## config.mk

```make
export PLATFORM = sky130hd
export DESIGN_NAME = switch_cell_seg
export DESIGN_NICKNAME = d
export VERILOG_FILES = /design/src/rtl/switch_cell_seg.sv
export SDC_FILE = /design/constraint.sdc
export NUM_CORES = 1
export LEC_CHECK = 0
export CAP_MARGIN = 20
export CORE_MARGIN = 1.5
export CORE_UTILIZATION = 40
export DETAILED_ROUTE_END_ITERATION = 6
export HOLD_SLACK_MARGIN = 0.02
export PLACE_DENSITY = 0.75
export REMOVE_ABC_BUFFERS = 1
export SYNTH_ARGS = -nofsm -noshare
export SYNTH_HDL_FRONTEND = slang
export SYNTH_SLANG_ARGS = --single-unit
```

## constraint.sdc

```tcl
create_clock -name clk -period 10.5 [get_ports clk]
set_input_delay 2.1 -clock clk [delete_from_list [all_inputs] [get_ports clk]]
set_output_delay 2.1 -clock clk [all_outputs]
set_load 0.03 [all_outputs]
```

## src/rtl/switch_cell_seg.sv

```systemverilog
// ============================================================================
// Module   : switch_cell_seg
// Purpose  : Ingress cell segmenter: packs frame bytes into 128-bit words,
//            four words per 64-byte cell, then writes one cell pointer word.
//            Optional macro SWITCH_CELL_SEG_STATS_EN adds frame/trunc counters.
// Revision : 1.0  initial release
// ============================================================================
`default_nettype none

module switch_cell_seg #(
    parameter int MAX_CELLS = 32
) (
    input  logic         clk,
    input  logic         rst,
    input  logic [7:0]   s_data,
    input  logic         s_valid,
    input  logic         s_last,
    input  logic [3:0]   s_portmap,
    output logic         s_ready,
    output logic [127:0] cell_data_fifo_din,
    output logic         cell_data_fifo_wr,
    output logic [15:0]  cell_ptr_fifo_din,
    output logic         cell_ptr_fifo_wr,
`ifdef SWITCH_CELL_SEG_STATS_EN
    output logic [15:0]  stat_frames,
    output logic [15:0]  stat_trunc,
`endif
    input  logic         cell_bp
);

    localparam logic [5:0] c_MAX_CELLS = 6'(MAX_CELLS);

    localparam logic [2:0] c_IDLE = 3'd0;
    localparam logic [2:0] c_FILL = 3'd1;
    localparam logic [2:0] c_HOLD = 3'd2;
    localparam logic [2:0] c_PAD  = 3'd3;
    localparam logic [2:0] c_DROP = 3'd4;
    localparam logic [2:0] c_PTR  = 3'd5;

    logic [2:0]   state_q, state_d;
    logic [3:0]   byte_idx_q;
    logic [1:0]   word_idx_q;
    logic [5:0]   cell_cnt_q;
    logic [127:0] pack_q;
    logic [3:0]   portmap_q;
    logic [127:0] data_q;
    logic         data_wr_q;
    logic [15:0]  ptr_q;
    logic         ptr_wr_q;

    logic         w_fill_acc;
    logic         w_word_done;
    logic         w_first;
    logic [5:0]   w_cnt_inc;
    logic [127:0] w_packed;

    assign w_fill_acc  = (state_q == c_FILL) && s_valid;
    assign w_word_done = w_fill_acc && ((byte_idx_q == 4'hF) || s_last);
    assign w_first     = (cell_cnt_q == 6'd0) && (word_idx_q == 2'd0) && (byte_idx_q == 4'd0);
    assign w_cnt_inc   = cell_cnt_q + 6'd1;
    // First byte of a word lands in the MSBs.
    assign w_packed    = pack_q | ({s_data, 120'b0} >> {byte_idx_q, 3'b000});

    always_ff @(posedge clk or posedge rst) begin
        if (rst) begin
            state_q <= c_IDLE;
        end else begin
            state_q <= state_d;
        end
    end

    always_comb begin
        state_d = state_q;
        case (state_q)
            c_IDLE: if (!cell_bp) state_d = c_FILL;
            c_FILL: begin
                if (w_word_done) begin
                    if (s_last) begin
                        state_d = (word_idx_q != 2'd3) ? c_PAD : c_PTR;
                    end else if (word_idx_q == 2'd3) begin
                        if (w_cnt_inc == c_MAX_CELLS) begin
                            state_d = c_DROP;
                        end else if (cell_bp) begin
                            state_d = c_HOLD;
                        end
                    end
                end
            end
            c_HOLD: if (!cell_bp) state_d = c_FILL;
            c_PAD:  if (word_idx_q == 2'd3) state_d = c_PTR;
            c_DROP: if (s_valid && s_last) state_d = c_PTR;
            c_PTR:  state_d = c_IDLE;
            default: state_d = c_IDLE;
        endcase
    end

    always_comb begin
        s_ready = (state_q == c_FILL) || (state_q == c_DROP);
    end

    always_ff @(posedge clk or posedge rst) begin
        if (rst) begin
            byte_idx_q <= 4'd0;
            word_idx_q <= 2'd0;
            cell_cnt_q <= 6'd0;
            pack_q     <= 128'd0;
            portmap_q  <= 4'd0;
            data_q     <= 128'd0;
            data_wr_q  <= 1'b0;
            ptr_q      <= 16'd0;
            ptr_wr_q   <= 1'b0;
        end else begin
            data_wr_q <= 1'b0;
            ptr_wr_q  <= 1'b0;
            case (state_q)
                c_FILL: begin
                    if (w_fill_acc) begin
                        if (w_first) portmap_q <= s_portmap;
                        if (w_word_done) begin
                            data_q     <= w_packed;
                            data_wr_q  <= 1'b1;
                            pack_q     <= 128'd0;
                            byte_idx_q <= 4'd0;
                            word_idx_q <= word_idx_q + 2'd1;
                            if (word_idx_q == 2'd3) cell_cnt_q <= w_cnt_inc;
                        end else begin
                            pack_q     <= w_packed;
                            byte_idx_q <= byte_idx_q + 4'd1;
                        end
                    end
                end
                c_PAD: begin
                    data_q     <= 128'd0;
                    data_wr_q  <= 1'b1;
                    word_idx_q <= word_idx_q + 2'd1;
                    if (word_idx_q == 2'd3) cell_cnt_q <= w_cnt_inc;
                end
                c_PTR: begin
                    ptr_q      <= {4'b0000, portmap_q, 2'b00, cell_cnt_q};
                    ptr_wr_q   <= 1'b1;
                    cell_cnt_q <= 6'd0;
                    word_idx_q <= 2'd0;
                    byte_idx_q <= 4'd0;
                end
                default: ;
            endcase
        end
    end

    assign cell_data_fifo_din = data_q;
    assign cell_data_fifo_wr  = data_wr_q;
    assign cell_ptr_fifo_din  = ptr_q;
    assign cell_ptr_fifo_wr   = ptr_wr_q;

`ifdef SWITCH_CELL_SEG_STATS_EN
    logic [15:0] stat_frames_q;
    logic [15:0] stat_trunc_q;

    always_ff @(posedge clk or posedge rst) begin
        if (rst) begin
            stat_frames_q <= 16'd0;
            stat_trunc_q  <= 16'd0;
        end else begin
            if ((state_q == c_PTR) && (stat_frames_q != 16'hFFFF))
                stat_frames_q <= stat_frames_q + 16'd1;
            if ((state_d == c_DROP) && (state_q != c_DROP) && (stat_trunc_q != 16'hFFFF))
                stat_trunc_q <= stat_trunc_q + 16'd1;
        end
    end

    assign stat_frames = stat_frames_q;
    assign stat_trunc  = stat_trunc_q;
`else
    // Statistics counters are not built in this configuration.
`endif

endmodule

`default_nettype wire
```

==> out/results.txt <==
run status: complete, no violations
crit end category: register
Setup Buffers After CTS: 0
FF-to-FF End: word_idx_q[1]$_DFFE_PP0P_
first drt pass iteration count: 5
CTS Buf Count: 30
Clock transition at path regs: 60 ps
Post-Layout Cell Count: 1677
Pwr per Cell Area: 255 nW/um2
synth unique cells: 55
synth warn: 0
worst r2r src: byte_idx_q[0]$_DFFE_PP0P_
most common cell after layout, fill and taps aside: dfrtp_1
placed insts: 1619
RSZ-0062 raised after global routing: no
routed length per placed instance: 18.8 um
n_diodes: 0
antenna viol nets, final: 0
Filler Cells Inserted: 2610
first-pass GRT wire length: 50000 um
maxcap violations: 0
vias in the first global route: 9117
crit-path max FO: 97
I/O Pins: 164
Die Wd: 177 um
drt drc: 0
Required @ worst endpoint: 10960 ps
worst vdd ir: 150 uV
crit-path cells: clkdlybuf4s50_1, and4bb_2, and2_4, buf_4, nor2_1, nor3_1
CP max-delay cell: buf_4
H-Tree Depth: 1
vias after detailed routing: 9279
setup TNS: 0 ps
largest net degree at the start of global routing: 177
DP HPWL: 19100 um
via/cell ratio: 5.53
Die Height: 177 um
Gate Count Post-Synth: 1163
aggregate global-route resource usage: 19.8%
Reg area: 7180 um2
Multi-input gate area: 4320 um2
Worst R2R Path Depth: 7
IO buf count: 157
WS Path Type: in2reg
register area share after synthesis: 59.3%
Static Leak: 6.50 nW
Worst Tran Pin Value: 1090 ps
dpl ws: 5460 ps
most frequent cells in the layout: dfrtp_1, a21oi_1, clkdlybuf4s50_1
Yosys reg bits: 287
Post-synth EDFFs: 0
startpoint types: input port
Tot Pwr: 3.77 mW
Syn Area/Cell: 10.4 um2
final WL: 31500 um
routability cong.: 0.803
final setup violation count: 0
worst hold path type: reg2reg
Skew-Pair Late Insertion Delay: 560 ps
post_cts resized: 0
Final Skew: 24.6 ps
Iter 0 DRT Violations: 863
CTS Buffer Depth: 3
Max Freq: 220 MHz
Layout Nets: 1287
Root Buffer: clkbuf_16
flop2flop setup slack: 7310 ps
Core Box Area: 29700 um2
row count: 63
Relative slew margins: 26.9%
crit path to: cell_data_fifo_din[87]$_DFFE_PP0P_
synth-to-layout area growth: 22.2%
final hold slack: 464 ps
final cycle utilization of the critical path: 43.2%
Final Hold Fails: 0
Worst path max stage delay: 830 ps
layout cells sized above 1: 7.69%
initial core utilization: 40.8%
DIE AREA: 31300 um2
WP data arrival: 5000 ps
CTS Hold Bufs: 0
fin crit period: 4540 ps
Top FF cell, synth: dfrtp_1
CTS tree: yes
synthesized cell area: 12100 um2
final worst setup slack: 5960 ps
Slew Limit Fails: 0
clock sink count: 287
Post-synth ARST share: 100%
initial antenna violation count: 0
crit path from: s_valid
total grt overflow: 0
## cells in the mapped netlist, types with 2 or more instances
cell	count	area, um2
nor3_2	5	50.1
nand2_4	2	22.5
buf_4	28	210
a21oi_1	157	786
o22ai_1	2	12.5
nand4_1	2	12.5
nor3_4	4	65.1
nor2_1	152	571
nand3_1	6	30.0
nand2_2	3	18.8
dfrtp_1	287	7180
mux2i_1	2	20.0
clkbuf_1	28	105
a21o_1	2	15.0
buf_2	53	265
nor4_4	2	42.5
o21ai_0	10	50.1
ha_1	6	75.1
buf_6	2	22.5
nor4_1	2	12.5
a31o_2	2	17.5
a211oi_1	56	420
and3_1	5	31.3
a31oi_1	3	18.8
nand3b_1	2	15.0
nor3_1	60	300
mux2_2	5	56.3
a22o_1	50	438
and2_1	9	56.3
nand2_1	108	405
inv_1	9	33.8
nor2_2	4	25.0
o31ai_1	73	548
## per-stage QoR
stage	utilization, %	cell area (um2)
after global placement	46.2	13700
after CTS	49.6	14700
after global routing	49.8	14800
after detailed placement	46.2	13700
final	49.8	14800
after floorplan	-	11500
## layer usage
metal | up-vias | wire length [um] | GRT usage (%)
met5 | - | 0 | 0
met4 | 0 | 473 | 4.03
met3 | 34 | 2390 | 4.49
met2 | 284 | 14800 | 31.8
met1 | 4653 | 13800 | 27.6
li1 | 4308 | - | -
## layout make-up
cell class | instances | share of cell area (%)
clock buffer | 47 | 6.05
clock inverter | 8 | 0.710
inverter | 10 | 0.304
multi-input combinational | 759 | 29.2
sequential | 287 | 48.5
tap | 390 | 3.30
timing repair buffer | 176 | 11.9
## cells by family after synthesis
family                   count (synthesis)  synth area share, %
AND/OR/NAND/NOR                        375                 14.3
AO/OA/AOI/OAI                          364                 19.7
flip-flops                             287                 59.3
buffers and inverters                  122                 5.33
multiplexers                             7                0.630
adder cells (fa/ha/maj)                  6                0.620
other                                    1               0.0310
XOR/XNOR                                 1               0.0723
## worst min-delay path by stage
stage                                  start                                end  slack [ps]  depth (start not counted)
floorplan           portmap_q[2]$_DFFE_PP0P_  cell_ptr_fifo_din[10]$_DFFE_PP0P_         430                          2
global placement    portmap_q[0]$_DFFE_PP0P_   cell_ptr_fifo_din[8]$_DFFE_PP0P_         440                          2
detailed placement  portmap_q[0]$_DFFE_PP0P_   cell_ptr_fifo_din[8]$_DFFE_PP0P_         460                          2
CTS                 portmap_q[3]$_DFFE_PP0P_  cell_ptr_fifo_din[11]$_DFFE_PP0P_         470                          2
global route        portmap_q[2]$_DFFE_PP0P_  cell_ptr_fifo_din[10]$_DFFE_PP0P_         490                          2
finish              portmap_q[3]$_DFFE_PP0P_  cell_ptr_fifo_din[11]$_DFFE_PP0P_         460                          2
## flip-flops by register name, summed over array words and instances (netlist names)
signal              flops
byte_idx_q              4
cell_cnt_q              6
cell_data_fifo_din    128
cell_data_fifo_wr       1
cell_ptr_fifo_din      10
cell_ptr_fifo_wr        1
pack_q                128
portmap_q               4
state_q                 3
word_idx_q              2
## power by group
group / switching [mW] / internal, mW / total [mW]
Sequential: 0.152 / 1.30 / 1.45
Combinational: 0.814 / 0.438 / 1.25
Clock: 0.433 / 0.632 / 1.07
Total: 1.40 / 2.37 / 3.77
## worst max-delay path: cells and delay by family
kind	cells	cell delay, ps
buffers and inverters	2	1400
and+or+nand+nor	4	1420
Power figures use the tool's default switching activity.
